==> config.mk <==
export PLATFORM = sky130hd
export DESIGN_NAME = keypad_scanner
export DESIGN_NICKNAME = d
export VERILOG_FILES = /design/src/rtl/kp_pkg.sv /design/src/rtl/kp_sync2.sv /design/src/rtl/keypad_scanner.sv
export SDC_FILE = /design/constraint.sdc
export NUM_CORES = 1
export LEC_CHECK = 0
export BUFFER_PORTS_ARGS = -buffer_cell sky130_fd_sc_hd__buf_2
export CAP_MARGIN = 20
export CELL_PAD_IN_SITES_DETAIL_PLACEMENT = 2
export CELL_PAD_IN_SITES_GLOBAL_PLACEMENT = 2
export CORE_MARGIN = 3
export CORE_UTILIZATION = 36
export DETAILED_ROUTE_END_ITERATION = 16
export HOLD_SLACK_MARGIN = 0.02
export PLACE_DENSITY_LB_ADDON = 0.1
export SLEW_MARGIN = 20
export SYNTH_ARGS = -nofsm -noshare
export SYNTH_HDL_FRONTEND = slang
export SYNTH_SLANG_ARGS = --single-unit
==> constraint.sdc <==
create_clock -name CLK100MHZ -period 4.37 [get_ports CLK100MHZ]
set_input_delay 0.6555 -clock CLK100MHZ [delete_from_list [all_inputs] [get_ports CLK100MHZ]]
set_output_delay 0.6555 -clock CLK100MHZ [all_outputs]
set_load 0.03 [all_outputs]
==> src/rtl/kp_pkg.sv <==
// Shared types and the key map for the 4x4 hex keypad scanner.
//   kp_state_e  : press/release FSM states
//   scan_res_e  : classification of one full four-row scan
//   key_map()   : (row index, column index) -> hex code
package kp_pkg;

    localparam int unsigned ROWS   = 4;
    localparam int unsigned COLS   = 4;
    localparam int unsigned CODE_W = 4;
    localparam int unsigned ENTRY_W = 32;
    localparam int unsigned CNT_W  = 4;

    typedef enum logic [1:0] {
        IDLE     = 2'd0,
        DEBOUNCE = 2'd1,
        PRESSED  = 2'd2,
        RELEASE  = 2'd3
    } kp_state_e;

    typedef enum logic [1:0] {
        NONE   = 2'd0,
        SINGLE = 2'd1,
        MULTI  = 2'd2
    } scan_res_e;

    // Keypad legend: '*' reads as E and '#' as F.
    function automatic logic [CODE_W-1:0] key_map(input logic [1:0] r, input logic [1:0] c);
        logic [CODE_W-1:0] code;
        case ({r, c})
            4'h0: code = 4'h1;
            4'h1: code = 4'h2;
            4'h2: code = 4'h3;
            4'h3: code = 4'hA;
            4'h4: code = 4'h4;
            4'h5: code = 4'h5;
            4'h6: code = 4'h6;
            4'h7: code = 4'hB;
            4'h8: code = 4'h7;
            4'h9: code = 4'h8;
            4'hA: code = 4'h9;
            4'hB: code = 4'hC;
            4'hC: code = 4'hE;
            4'hD: code = 4'h0;
            4'hE: code = 4'hF;
            default: code = 4'hD;
        endcase
        return code;
    endfunction

endpackage

==> src/rtl/kp_sync2.sv <==
// Two-flop synchronizer for the asynchronous keypad column lines.
//   clk_i  : sampling clock
//   rst_ni : synchronous active-low reset (clears both stages)
//   d_i    : asynchronous input
//   q_o    : synchronized output
module kp_sync2 #(
    parameter int unsigned WIDTH = 4
) (
    input  logic             clk_i,
    input  logic             rst_ni,
    input  logic [WIDTH-1:0] d_i,
    output logic [WIDTH-1:0] q_o
);

    logic [WIDTH-1:0] meta_q;
    logic [WIDTH-1:0] sync_q;

    always_ff @(posedge clk_i) begin
        if (!rst_ni) begin
            meta_q <= '0;
            sync_q <= '0;
        end else begin
            meta_q <= d_i;
            sync_q <= meta_q;
        end
    end

    assign q_o = sync_q;

endmodule

==> src/rtl/keypad_scanner.sv <==
// 4x4 hex keypad scanner: strobes rows, classifies each full scan, debounces
// press and release, and shifts accepted codes into a 32-bit entry register.
//   CLK100MHZ : system clock
//   reset     : synchronous active-low reset
//   col       : active-low column inputs (asynchronous)
//   clear     : zeroes entry on the next edge (wins over a same-cycle accept)
//   row       : one-hot active-low row drive
//   key_valid : one-cycle pulse per accepted press
//   key_code  : last accepted code
//   key_held  : high while the accepted key is considered held
//   entry     : last eight codes, newest in [3:0]
module keypad_scanner
    import kp_pkg::*;
#(
    parameter int unsigned SCAN_DIV       = 100000,
    parameter int unsigned DEBOUNCE_SCANS = 4
) (
    input  logic                CLK100MHZ,
    input  logic                reset,
    input  logic [COLS-1:0]     col,
    input  logic                clear,
    output logic [ROWS-1:0]     row,
    output logic                key_valid,
    output logic [CODE_W-1:0]   key_code,
    output logic                key_held,
    output logic [ENTRY_W-1:0]  entry
);

    localparam int unsigned DIV_W = (SCAN_DIV > 1) ? $clog2(SCAN_DIV) : 1;
    localparam logic [DIV_W-1:0] DIV_LAST = DIV_W'(SCAN_DIV - 1);
    localparam logic [CNT_W-1:0] DS_C     = CNT_W'(DEBOUNCE_SCANS);
    localparam logic [CNT_W-1:0] ONE_C    = CNT_W'(1);

    // ---------------- column synchronizer ----------------
    logic [COLS-1:0] col_s;

    kp_sync2 #(.WIDTH(COLS)) u_sync (
        .clk_i  (CLK100MHZ),
        .rst_ni (reset),
        .d_i    (col),
        .q_o    (col_s)
    );

    // ---------------- row stepping and scan accumulation ----------------
    logic [DIV_W-1:0]  div_q;
    logic [1:0]        idx_q;
    logic [ROWS-1:0]   row_q;
    logic [1:0]        acc_cnt_q;   // low bits seen so far this scan, saturating at 2
    logic [CODE_W-1:0] acc_code_q;

    logic              sample_c;
    logic              scan_end_c;
    logic [2:0]        row_cnt_c;
    logic [CODE_W-1:0] row_code_c;
    logic [3:0]        tot_c;
    logic [1:0]        tot_sat_c;
    logic [CODE_W-1:0] code_now_c;
    scan_res_e         res_c;

    assign sample_c   = (div_q == DIV_LAST);
    assign scan_end_c = sample_c && (idx_q == 2'd3);

    // Classify the current row's columns and fold them into the running scan.
    always_comb begin
        row_cnt_c  = 3'd0;
        row_code_c = '0;
        for (int c = 0; c < int'(COLS); c++) begin
            if (!col_s[c]) begin
                row_cnt_c  = row_cnt_c + 3'd1;
                row_code_c = key_map(idx_q, 2'(c));
            end
        end
        tot_c      = 4'(acc_cnt_q) + 4'(row_cnt_c);
        tot_sat_c  = (tot_c >= 4'd2) ? 2'd2 : tot_c[1:0];
        // Only meaningful when the scan total is exactly one.
        code_now_c = (acc_cnt_q != 2'd0) ? acc_code_q : row_code_c;
        if (tot_c == 4'd0) begin
            res_c = NONE;
        end else if (tot_c == 4'd1) begin
            res_c = SINGLE;
        end else begin
            res_c = MULTI;
        end
    end

    always_ff @(posedge CLK100MHZ) begin
        if (!reset) begin
            div_q      <= '0;
            idx_q      <= 2'd0;
            row_q      <= 4'b1110;
            acc_cnt_q  <= 2'd0;
            acc_code_q <= '0;
        end else begin
            if (sample_c) begin
                div_q <= '0;
                idx_q <= idx_q + 2'd1;
                row_q <= {row_q[ROWS-2:0], row_q[ROWS-1]};
                if (scan_end_c) begin
                    acc_cnt_q  <= 2'd0;
                    acc_code_q <= '0;
                end else begin
                    acc_cnt_q  <= tot_sat_c;
                    acc_code_q <= code_now_c;
                end
            end else begin
                div_q <= div_q + DIV_W'(1);
            end
        end
    end

    // ---------------- press/release FSM ----------------
    kp_state_e         state_q, state_d;
    logic [CODE_W-1:0] cand_q, cand_d;
    logic [CNT_W-1:0]  cnt_q, cnt_d;

    always_ff @(posedge CLK100MHZ) begin
        if (!reset) begin
            state_q <= IDLE;
            cand_q  <= '0;
            cnt_q   <= '0;
        end else begin
            state_q <= state_d;
            cand_q  <= cand_d;
            cnt_q   <= cnt_d;
        end
    end

    // Next state; the FSM only moves on the scan-result event.
    always_comb begin
        state_d = state_q;
        cand_d  = cand_q;
        cnt_d   = cnt_q;
        if (scan_end_c) begin
            case (state_q)
                IDLE: begin
                    if (res_c == SINGLE) begin
                        cand_d  = code_now_c;
                        cnt_d   = ONE_C;
                        state_d = (ONE_C >= DS_C) ? PRESSED : DEBOUNCE;
                    end
                end
                DEBOUNCE: begin
                    if (res_c == SINGLE && code_now_c == cand_q) begin
                        cnt_d   = cnt_q + ONE_C;
                        state_d = ((cnt_q + ONE_C) >= DS_C) ? PRESSED : DEBOUNCE;
                    end else if (res_c == SINGLE) begin
                        cand_d  = code_now_c;
                        cnt_d   = ONE_C;
                        state_d = (ONE_C >= DS_C) ? PRESSED : DEBOUNCE;
                    end else begin
                        cnt_d   = '0;
                        state_d = IDLE;
                    end
                end
                PRESSED: begin
                    if (res_c == NONE) begin
                        cnt_d   = ONE_C;
                        state_d = (ONE_C >= DS_C) ? IDLE : RELEASE;
                    end
                end
                RELEASE: begin
                    if (res_c == NONE) begin
                        cnt_d   = cnt_q + ONE_C;
                        state_d = ((cnt_q + ONE_C) >= DS_C) ? IDLE : RELEASE;
                    end else begin
                        state_d = PRESSED;
                    end
                end
                default: state_d = IDLE;
            endcase
        end
    end

    // ---------------- outputs ----------------
    logic               key_valid_q, key_valid_d;
    logic [CODE_W-1:0]  key_code_q, key_code_d;
    logic               key_held_q, key_held_d;
    logic [ENTRY_W-1:0] entry_q, entry_d;
    logic               accept_c;

    // A press is accepted exactly on the transition into PRESSED from the
    // pre-press states; RELEASE->PRESSED is a bounce, not a new key.
    always_comb begin
        accept_c    = (state_d == PRESSED) && (state_q == IDLE || state_q == DEBOUNCE);
        key_valid_d = accept_c;
        key_code_d  = accept_c ? cand_d : key_code_q;
        key_held_d  = (state_d == PRESSED) || (state_d == RELEASE);
        entry_d     = entry_q;
        if (clear) begin
            entry_d = '0;
        end else if (accept_c) begin
            entry_d = {entry_q[ENTRY_W-CODE_W-1:0], cand_d};
        end
    end

    always_ff @(posedge CLK100MHZ) begin
        if (!reset) begin
            key_valid_q <= 1'b0;
            key_code_q  <= '0;
            key_held_q  <= 1'b0;
            entry_q     <= '0;
        end else begin
            key_valid_q <= key_valid_d;
            key_code_q  <= key_code_d;
            key_held_q  <= key_held_d;
            entry_q     <= entry_d;
        end
    end

    assign row       = row_q;
    assign key_valid = key_valid_q;
    assign key_code  = key_code_q;
    assign key_held  = key_held_q;
    assign entry     = entry_q;

endmodule

# Word-level counts from Yosys, hierarchy flattened
# Index checks and enable logic that the tools add are counted.
[op_classes]
addsub = 7
mul = 0
div_mod_pow = 0
order_cmp = 2
n_eq_ne = 15
shift = 0
n_mux = 37
n_bitwise = 1
reduce_logical = 13
[ops]
columns = ["cell", "count"]
rows = [
  ["$pmux W4 S4", 4],
  ["$mux W4", 13],
  ["$mux W2", 11],
  ["$add A17 B1 Y17 const B", 1],
  ["$eq A17 B17 Y1 const B", 1],
  ["$eq A2 B2 Y1 const B", 6],
  ["$add A3 B1 Y3 const B", 3],
  ["$mux W3", 3],
  ["$pmux W3 S3", 1],
  ["$pmux W2 S4", 1],
  ["$pmux W4 S2", 1],
  ["$eq A2 B1 Y1 const B", 3],
  ["$logic_not A2 Y1", 3],
  ["$ne A2 B2 Y1 const B", 3],
  ["$add A2 B3 Y4", 1],
  ["$add A4 B1 Y4 const B", 1],
  ["$eq A4 B1 Y1 const B", 1],
  ["$eq A4 B4 Y1", 1],
  ["$ge A4 B2 Y1 const B", 1],
  ["$ge A4 B3 Y1 const B", 1],
  ["$logic_not A4 Y1", 1],
  ["$reduce_and A4 Y1", 1],
  ["$reduce_or A2 Y1", 2],
  ["$logic_and A1 B1 Y1", 3],
  ["other kinds (5)", 8],
]
[word_totals]
regBits = 85
latchBits = 0
mem_bits_rw = 0
romBits = 0
in_bits = 7
output_inout_bits = 42
wordCells = 89
n_memories = 0

# Longest topological paths before layout
# Gate-level depths: netlist of the first run.
[logic_depth]
ltp_word = 18
ltp_mapped = 16
depth_no_buf = 14

# Hierarchy
# A second synthesis of the first run with hierarchy kept.
[unflattened]
cells_unflattened = 439
hier_area_um2 = 3987.6
[by_module_without_submodules]
columns = ["mod", "instances", "cells_each", "area_each_um2", "seq_area_each_um2"]
rows = [
  ["keypad_scanner", 1, 423, 3777.4, 1541.5],
  ["kp_sync2", 1, 16, 210.2, 160.2],
]

# Worst setup path after synthesis of the first run
# OpenSTA, ideal clock, no wires.
[synth_timing]
kind = "register -> register"
from = "register u_sync.sync_q[1] (netlist: u_sync.q_o[1])"
to = "register key_code_q[1] (netlist: key_code[1])"
setup_ns = 0.072
arrival_ns = 3.535
t_required_ns = 4.298
path_slack_ns = 0.763
path_stages_with_launch = 16
path_buffers = 2
period_less_slack_ns = 3.607
path_cell_list = "dfxtp_1 -> inv_1 -> ha_1 -> xnor2_1 -> ha_1 -> mux2_2 -> fa_1 -> inv_1 -> nand4_1 -> mux2_2 -> a2111oi_4 -> nand3_2 -> nor4_4 -> buf_6 -> buf_8 -> mux2i_1"
[synth_via]
elab_chain_cells = 16
elab_cells_between_ends = 31
classes_between = "add/sub: 3; eq/ne: 4; mux: 20; reduce/logical: 4"
[synth_lines]
columns = ["item", "line_no", "source"]
rows = [
  ["start: declaration", "kp_sync2.sv:16", "logic [WIDTH-1:0] sync_q;"],
  ["start signal: assignment", "kp_sync2.sv:24", "sync_q <= meta_q;"],
  ["$mux W3", "keypad_scanner.sv:68", "if (!col_s[c]) begin"],
  ["$add A3 B1 Y3", "keypad_scanner.sv:69", "row_cnt_c = row_cnt_c + 3'd1;"],
  ["$mux W3", "keypad_scanner.sv:68", ""],
  ["$add A3 B1 Y3", "keypad_scanner.sv:69", ""],
  ["$mux W3", "keypad_scanner.sv:68", ""],
  ["$add A2 B3 Y4", "keypad_scanner.sv:73", "tot_c = 4'(acc_cnt_q) + 4'(row_cnt_c);"],
  ["$eq A4 B1 Y1", "keypad_scanner.sv:79", "end else if (tot_c == 4'd1) begin"],
  ["$mux W2", "keypad_scanner.sv:79", ""],
  ["$mux W2", "keypad_scanner.sv:77", "if (tot_c == 4'd0) begin"],
  ["$eq A2 B1 Y1", "keypad_scanner.sv:136, keypad_scanner.sv:143, keypad_scanner.sv:146", ""],
  ["$mux W1 / $logic_and A1 B1 Y1 (equally long branches)", "keypad_scanner.sv:146, keypad_scanner.sv:143", ""],
  ["$mux W2", "keypad_scanner.sv:143", "if (res_c == SINGLE && code_now_c == cand_q) begin"],
  ["$pmux W2 S4", "keypad_scanner.sv:134", "case (state_q)"],
  ["$mux W2", "keypad_scanner.sv:133", "if (scan_end_c) begin"],
  ["$eq A2 B2 Y1", "keypad_scanner.sv:184", "accept_c = (state_d == PRESSED) && (state_q == IDLE || state_q == DEBOUNCE);"],
  ["$logic_and A1 B1 Y1", "keypad_scanner.sv:184", ""],
  ["end signal: assignment", "keypad_scanner.sv:204", "key_code_q <= key_code_d;"],
  ["end: declaration", "keypad_scanner.sv:176", "logic [CODE_W-1:0] key_code_q, key_code_d;"],
]
# Several ways; a longest one is shown, not always the timed one.
# A chain may end at the register's enable or synchronous reset.

# Worst setup path in the final report of the first run
[layout_timing]
from = "register u_sync.sync_q[1] (netlist: u_sync.q_o[1])"
to = "register entry_q[28] (netlist: entry[28])"
[layout_via]
elab_chain_cells = 16
elab_cells_between_ends = 27
classes_between = "add/sub: 3; eq/ne: 4; mux: 16; reduce/logical: 4"
[layout_lines]
columns = ["item", "line_no", "source"]
rows = [
  ["$mux W3", "keypad_scanner.sv:68", ""],
  ["$add A3 B1 Y3", "keypad_scanner.sv:69", ""],
  ["$mux W3", "keypad_scanner.sv:68", ""],
  ["$add A3 B1 Y3", "keypad_scanner.sv:69", ""],
  ["$mux W3", "keypad_scanner.sv:68", ""],
  ["$add A2 B3 Y4", "keypad_scanner.sv:73", ""],
  ["$eq A4 B1 Y1", "keypad_scanner.sv:79", ""],
  ["$mux W2", "keypad_scanner.sv:79", ""],
  ["$mux W2", "keypad_scanner.sv:77", ""],
  ["$eq A2 B1 Y1", "keypad_scanner.sv:136, keypad_scanner.sv:143, keypad_scanner.sv:146", ""],
  ["$mux W1 / $logic_and A1 B1 Y1 (equally long branches)", "keypad_scanner.sv:146, keypad_scanner.sv:143", ""],
  ["$mux W2", "keypad_scanner.sv:143", ""],
  ["$pmux W2 S4 (*)", "keypad_scanner.sv:134", ""],
  ["$mux W2 (*)", "keypad_scanner.sv:133", ""],
  ["$eq A2 B2 Y1 (*)", "keypad_scanner.sv:184", ""],
  ["$logic_and A1 B1 Y1 (*)", "keypad_scanner.sv:184", ""],
  ["end signal: assignment", "keypad_scanner.sv:206", "entry_q <= entry_d;"],
  ["end: declaration", "keypad_scanner.sv:178", "logic [ENTRY_W-1:0] entry_q, entry_d;"],
]
# Every way passes the cells marked *; elsewhere a longest branch is shown, timed or not.

==> results of run 1 <==
==> worst max-delay path, delay by kind of cell (launching register included) <==
| family | cells | cell delay (ns) |
|---|---|---|
| buf+inv | 3 | 0.55 |
| fa+ha+maj | 3 | 1.08 |
| mux | 3 | 0.89 |
| simple gates | 3 | 0.48 |
| xor+xnor | 1 | 0.23 |
| flops | 1 | 0.42 |
| compound gates | 1 | 0.28 |
==> path summary, 6_finish.rpt <==
check                  endpoint  slack (ns)  cells after the start
setup reg to reg      entry[28]        0.31                     14
setup / recovery      entry[28]        0.31                     14
hold / removal    u_sync.q_o[2]        0.44                      1
hold reg to reg   u_sync.q_o[2]        0.44                      1
==> final cells by class <==
cell class	instances	area (um^2)	share of cell area [%]
Tap cell	136	170	3.75
Timing Repair Buffer	53	290	6.39
Multi-Input combinational cell	312	2070	45.7
Clock buffer	11	141	3.11
Inverter	15	56.3	1.24
Sequential cell	85	1700	37.5
Clock inverter	5	106	2.34
==> through the flow <==
| stage | util (%) | cell area (um^2) |
|---|---|---|
| after CTS | 43.2 | 4540 |
| after detailed placement | 40.8 | 4290 |
| after global placement | 40.8 | 4290 |
| final | 43.2 | 4540 |
| after floorplan | - | 3960 |
| after global routing | 43.2 | 4540 |
==> synthesized netlist by cell type (2+ instances only) <==
master                     count  area [um^2]
sky130_fd_sc_hd__xnor2_1      12          105
sky130_fd_sc_hd__a21oi_1      19         95.1
sky130_fd_sc_hd__nand2b_1      4         25.0
sky130_fd_sc_hd__mux2_2        2         22.5
sky130_fd_sc_hd__a41oi_1       2         17.5
sky130_fd_sc_hd__o21ai_0       8         40.0
sky130_fd_sc_hd__clkbuf_1     15         56.3
sky130_fd_sc_hd__or2_2         3         18.8
sky130_fd_sc_hd__nor2b_1       2         12.5
sky130_fd_sc_hd__nor3_1       10         50.1
sky130_fd_sc_hd__mux2i_1      40          400
sky130_fd_sc_hd__a211oi_1      2         15.0
sky130_fd_sc_hd__nand3_1      10         50.1
sky130_fd_sc_hd__nand2_1      68          255
sky130_fd_sc_hd__and2_1        9         56.3
sky130_fd_sc_hd__a221oi_1      2         17.5
sky130_fd_sc_hd__and4b_1       2         20.0
sky130_fd_sc_hd__or4_1         3         22.5
sky130_fd_sc_hd__nand3b_1      3         22.5
sky130_fd_sc_hd__o22ai_1       3         18.8
sky130_fd_sc_hd__nand4_1       8         50.1
sky130_fd_sc_hd__or3_1         8         50.1
sky130_fd_sc_hd__or2_1         2         12.5
sky130_fd_sc_hd__buf_6         2         22.5
sky130_fd_sc_hd__nor4bb_1      2         20.0
sky130_fd_sc_hd__nor2_1       32          120
sky130_fd_sc_hd__inv_1        14         52.6
sky130_fd_sc_hd__nor3b_1       3         22.5
sky130_fd_sc_hd__xor2_1        9         78.8
sky130_fd_sc_hd__o21a_1        5         37.5
sky130_fd_sc_hd__dfxtp_1      85         1700
sky130_fd_sc_hd__o311ai_0      2         17.5
sky130_fd_sc_hd__ha_1         12          150
sky130_fd_sc_hd__and3_1        8         50.1
==> power groups by stage <==
stage               Combinational (W)  Clock [W]  Sequential [W]
finish                      0.0000745   0.000687        0.000785
global route                0.0000835   0.000742        0.000786
CTS                         0.0000759   0.000709        0.000785
detailed placement          0.0000751          0        0.000803
global placement            0.0000727          0        0.000802
floorplan                   0.0000564          0        0.000800
==> cell families (layout without fill, tap and decap cells) <==
logic type      count (synthesis)  count (layout)  share of synthesized area (%)
mux                            42              42                           10.7
fa+ha+maj                      13              13                           4.30
buf+inv                        36              84                           4.62
compound gates                 54              54                           9.49
flops                          85              85                           43.0
xor+xnor                       21              21                           4.65
simple gates                  182             182                           23.2
==> per-layer routing <==
layer	GRT usage [%]	vias up	share of wire, %
met3	4.09	8	3.0
met4	3.45	0	0.87
met2	30.7	42	49
li1	-	1587	-
met1	22.9	1641	47
met5	0	-	0
==> results_dict.tcl, run 1 <==
set metrics [dict create \
    grt_setup_unrepaired "no" \
    ys_seq_elements 85 \
    worst_setup_path_startpoint "u_sync.q_o[1]" \
    routed_via_density 5.31 \
    pin_count 49 \
    synth-seq-area-share_pct 43.0 \
    post-cts-setup-buffer-count 0 \
    power.ir.vdd_worst_mv 0.194 \
    pwr_density_cell_nw_per_um2 341 \
    total_net_switching_power_w 0.000340 \
    tightest_slew_ns 0.752 \
    clkSlewWorstSetupHoldPaths_ns 0.09 \
    slowest_stage "sky130_fd_sc_hd__fa_1" \
    critPathLaunchType "flip-flop" \
    postSynthAreaPerCell_um2 9.13 \
    dp_hpwl_um 7670 \
    synth.distinct_cells 56 \
    mostFrequentLayoutCells "85 x sky130_fd_sc_hd__dfxtp_1, 68 x sky130_fd_sc_hd__nand2_1, 48 x sky130_fd_sc_hd__buf_2" \
    drt-initial-drc-count 91 \
    drt-wirelength-per-cell_um 17.0 \
    num_antenna_cells 0 \
    clock_tree.root_cell "sky130_fd_sc_hd__clkbuf_8" \
    dr_total_vias 3278 \
    layout.cells.most_common "sky130_fd_sc_hd__dfxtp_1" \
    cts_num_sinks 85 \
    grt_overflow 0 \
    maxSlewHeadroom_pct 49.4 \
    final_max_slew_viol_count 0 \
    gp_routability_congestion 0.777 \
    die-width_um 111 \
    max_cap_violations 0 \
    port_buffers 48 \
    power_frac_seq_pct 50.7 \
    timing.hold.ws_ns 0.438 \
    placementRows 37 \
    number_of_antenna_violating_nets_in_the_routed_design 0 \
    cp.required_ns 4.64 \
    area.growth.synth_to_final_pct 14.8 \
    outcome "completed" \
    clk-insertion-delay-late_ns 0.35 \
    design.die.area_um2 12300 \
    leakage_nw 1.71 \
    synth_edf_count 0 \
    number_of_nets_in_the_finished_design 496 \
    holdCritPathClass "reg -> reg" \
    placeableCoreArea_um2 10500 \
    initial_core_util_pct 37.6 \
    setup_crit_path_kind "reg -> reg" \
    chipHeight_um 111 \
    setup-violations-final 0 \
    maximum_buffer_depth_of_the_clock_tree 2 \
    layout.cells.non_filler 617 \
    p_int_w 0.00121 \
    drt_pre_antenna_iters 4 \
    drive_gt1_share_pct 16.4 \
    p_total_w 0.00155 \
    power.share.clock_pct 44.4 \
    hold_path.startpoint "u_sync.meta_q[2]" \
    residual_drc_count 0 \
    timing.rr.start "u_sync.q_o[1]" \
    post_cts.resized_instances 0 \
    synthArstFlopShare_pct 0 \
    crit_path_max_fanout 38 \
    synth_warnings 0 \
    fmax_mhz 246 \
    first_global_vias 3603 \
    post-route-period-util_pct 92.9 \
    timing.critical_path.arrival_ns 4.33 \
    synthesis.area_um2 3960 \
    synthesis.nets 453 \
    tritoncts "built" \
    grt_first_pass_wirelength_um 18100 \
    power.switching_fraction_pct 22.0 \
    tritoncts.num_buffers 9 \
    totalWireLength_um 10500 \
    cp_slowest_stage_delay_ns 0.49 \
    worst_slack_ns 0.311 \
    dominantRegCellSynth "sky130_fd_sc_hd__dfxtp_1" \
    placed_cells_incl_taps 601 \
    maximum_number_of_pins_on_one_net_before_global_route_repair 39 \
    htree_levels 3 \
    groute.usage.overall_pct 17.8 \
    timing.critical_path.cells "inv_1 > ha_1 > xnor2_1 > ha_1 > mux2_2 > fa_1 > inv_1 > nand4_1 > mux2_2 > a2111oi_4 > nand3_2 > nor4_4 > buf_12 > mux2i_1" \
    setup_total_negative_slack_ns 0 \
    postCtsHoldBufs 0 \
    hold_viol 0 \
    p_comb_share_pct 4.8 \
    period_needed_ns 4.06 \
    largest_reg_flops 32 \
    critical_path.endpoint_type "flip-flop" \
    synthesis.instances 433 \
    filler_cell_count 1169 \
    preCtsSetupSlack_ns 0.373 \
    grt_antenna_before_repair 0 \
    fin_skew_ns 0.0103 \
]
No activity file was read; power rests on OpenSTA's default activity.
==> run 2: changes to the inputs <==
- CORE_ASPECT_RATIO: unset -> 1.1
- RECOVER_POWER: unset -> 50
==> run 2 against run 1 <==
  * Routed wire length is 1.9% lower
  * Die area is essentially flat
  * Non-clock buffer count unchanged
  * Critical endpoint is now entry[5]
  * Highest routed layer unchanged
==> results_dict.tcl, run 2 (synthesized netlist as in run 1, its figures left out) <==
set metrics [dict create \
    slowest_stage "sky130_fd_sc_hd__fa_1" \
    power.ir.vdd_worst_mv 0.186 \
    clk-insertion-delay-late_ns 0.35 \
    p_total_w 0.00158 \
    tightest_slew_ns 1.25 \
    drt-wirelength-per-cell_um 16.5 \
    timing.rr.start "u_sync.q_o[1]" \
    drt_pre_antenna_iters 4 \
    hold_viol 0 \
    post-cts-setup-buffer-count 0 \
    initial_core_util_pct 37.5 \
    critical_path.endpoint_type "flip-flop" \
    layout.cells.most_common "sky130_fd_sc_hd__dfxtp_1" \
    largest_reg_flops 32 \
    grt_overflow 0 \
    grt_first_pass_wirelength_um 18000 \
    clkSlewWorstSetupHoldPaths_ns 0.07 \
    setup.reg_to_reg.worst_slack_ns 0.35 \
    clock_tree.root_cell "sky130_fd_sc_hd__clkbuf_16" \
    pin_count 49 \
    critPathLaunchType "flip-flop" \
    port_buffers 48 \
    groute.usage.overall_pct 18.5 \
    design.die.area_um2 12300 \
    tritoncts.num_buffers 9 \
    drt-initial-drc-count 69 \
    worst-r2r-cell-count 14 \
    cts_num_sinks 85 \
    placeableCoreArea_um2 10500 \
    totalWireLength_um 10300 \
    maximum_number_of_pins_on_one_net_before_global_route_repair 39 \
    number_of_nets_in_the_finished_design 496 \
    postCtsHoldBufs 0 \
    holdCritPathClass "reg -> reg" \
    number_of_antenna_violating_nets_in_the_routed_design 0 \
    maximum_buffer_depth_of_the_clock_tree 2 \
    crit-reg2reg-capture "entry[5]" \
    drive_gt1_share_pct 7.28 \
    grt_setup_unrepaired "no" \
    final_max_slew_viol_count 0 \
    worst_setup_path_startpoint "u_sync.q_o[1]" \
    fmax_mhz 249 \
    path_depth 14 \
    timing.critical_path.arrival_ns 4.28 \
    num_antenna_cells 0 \
    mostFrequentLayoutCells "85 x sky130_fd_sc_hd__dfxtp_1, 68 x sky130_fd_sc_hd__nand2_1, 44 x sky130_fd_sc_hd__clkbuf_1" \
    post-route-period-util_pct 92.0 \
    setup_total_negative_slack_ns 0 \
    cp.required_ns 4.63 \
    gp_routability_congestion 0.729 \
    period_needed_ns 4.02 \
    die-width_um 106 \
    timing.critical_path.max_delay_family "adder cells" \
    pwr_density_cell_nw_per_um2 350 \
    maxSlewHeadroom_pct 16.9 \
    crit_path_max_fanout 38 \
    tritoncts "built" \
    routed_via_density 5.16 \
    post_cts.resized_instances 0 \
    first_global_vias 3573 \
    placementRows 39 \
    worst_slack_ns 0.351 \
    chipHeight_um 116 \
    outcome "completed" \
    critPathCapture "entry[5]" \
    grt_antenna_before_repair 0 \
    area.growth.synth_to_final_pct 14.3 \
    max_cap_violations 0 \
    htree_levels 3 \
    timing.critical_path.cells "inv_1 > ha_1 > xnor2_1 > ha_1 > mux2_2 > fa_1 > inv_1 > nand4_1 > mux2_2 > a2111oi_4 > nand3_2 > nor4_4 > buf_12 > mux2i_1" \
    dp_hpwl_um 7380 \
    fin_skew_ns 0.0100 \
    residual_drc_count 0 \
    path_buf_inv 3 \
    setup_crit_path_kind "reg -> reg" \
    leakage_nw 1.53 \
    cp_slowest_stage_delay_ns 0.47 \
    setup-violations-final 0 \
    preCtsSetupSlack_ns 0.362 \
    dr_total_vias 3218 \
]
-- run 2: final cells by class --
| cell class | count | area, um^2 |
|---|---|---|
| clock inverters | 7 | 51.3 |
| flip-flops and latches | 85 | 1700 |
| inverters | 15 | 56.3 |
| fillers | 1230 | 6020 |
| repair buffers | 53 | 233 |
| clock buffers | 9 | 225 |
| well taps | 143 | 179 |
| multi-input cells | 312 | 2070 |
-- run 2: where the power goes --
part | leakage, nW | switching, W | internal, W
clock | 0.132 | 0.000339 | 0.000387
sequential | 0.687 | 0.00000524 | 0.000780
combinational | 0.714 | 0.0000435 | 0.0000279
-- run 2: metal layers --
metal	track usage, %	up-vias	wire [um]
met5	0	-	0
met4	7.51	0	184
met3	5.07	14	478
met2	33.5	43	5250
met1	20.6	1581	4410
li1	-	1580	-
-- run 2: worst min path at each step --
stage / start / slack, ns / cells past startpoint / endpoint
2_1_floorplan: u_sync.meta_q[0] / 0.41 / 1 / u_sync.q_o[0]
3_3_place_gp: u_sync.meta_q[3] / 0.42 / 1 / u_sync.q_o[3]
3_5_place_dp: u_sync.meta_q[1] / 0.42 / 1 / u_sync.q_o[1]
4_1_cts: u_sync.meta_q[1] / 0.44 / 1 / u_sync.q_o[1]
5_1_grt: u_sync.meta_q[3] / 0.47 / 1 / u_sync.q_o[3]
6_report: u_sync.meta_q[1] / 0.44 / 1 / u_sync.q_o[1]
-- run 2: stage by stage --
step	cells	hold WS [ns]	utilization (%)	instance area (um^2)
4_1_cts	624	0.442	43.4	4580
3_3_place_gp	608	0.417	40.8	4300
6_report	624	0.441	42.9	4520
2_1_floorplan	433	0.412	-	3960
3_5_place_dp	608	0.422	40.8	4300
5_1_grt	624	0.472	42.9	4520
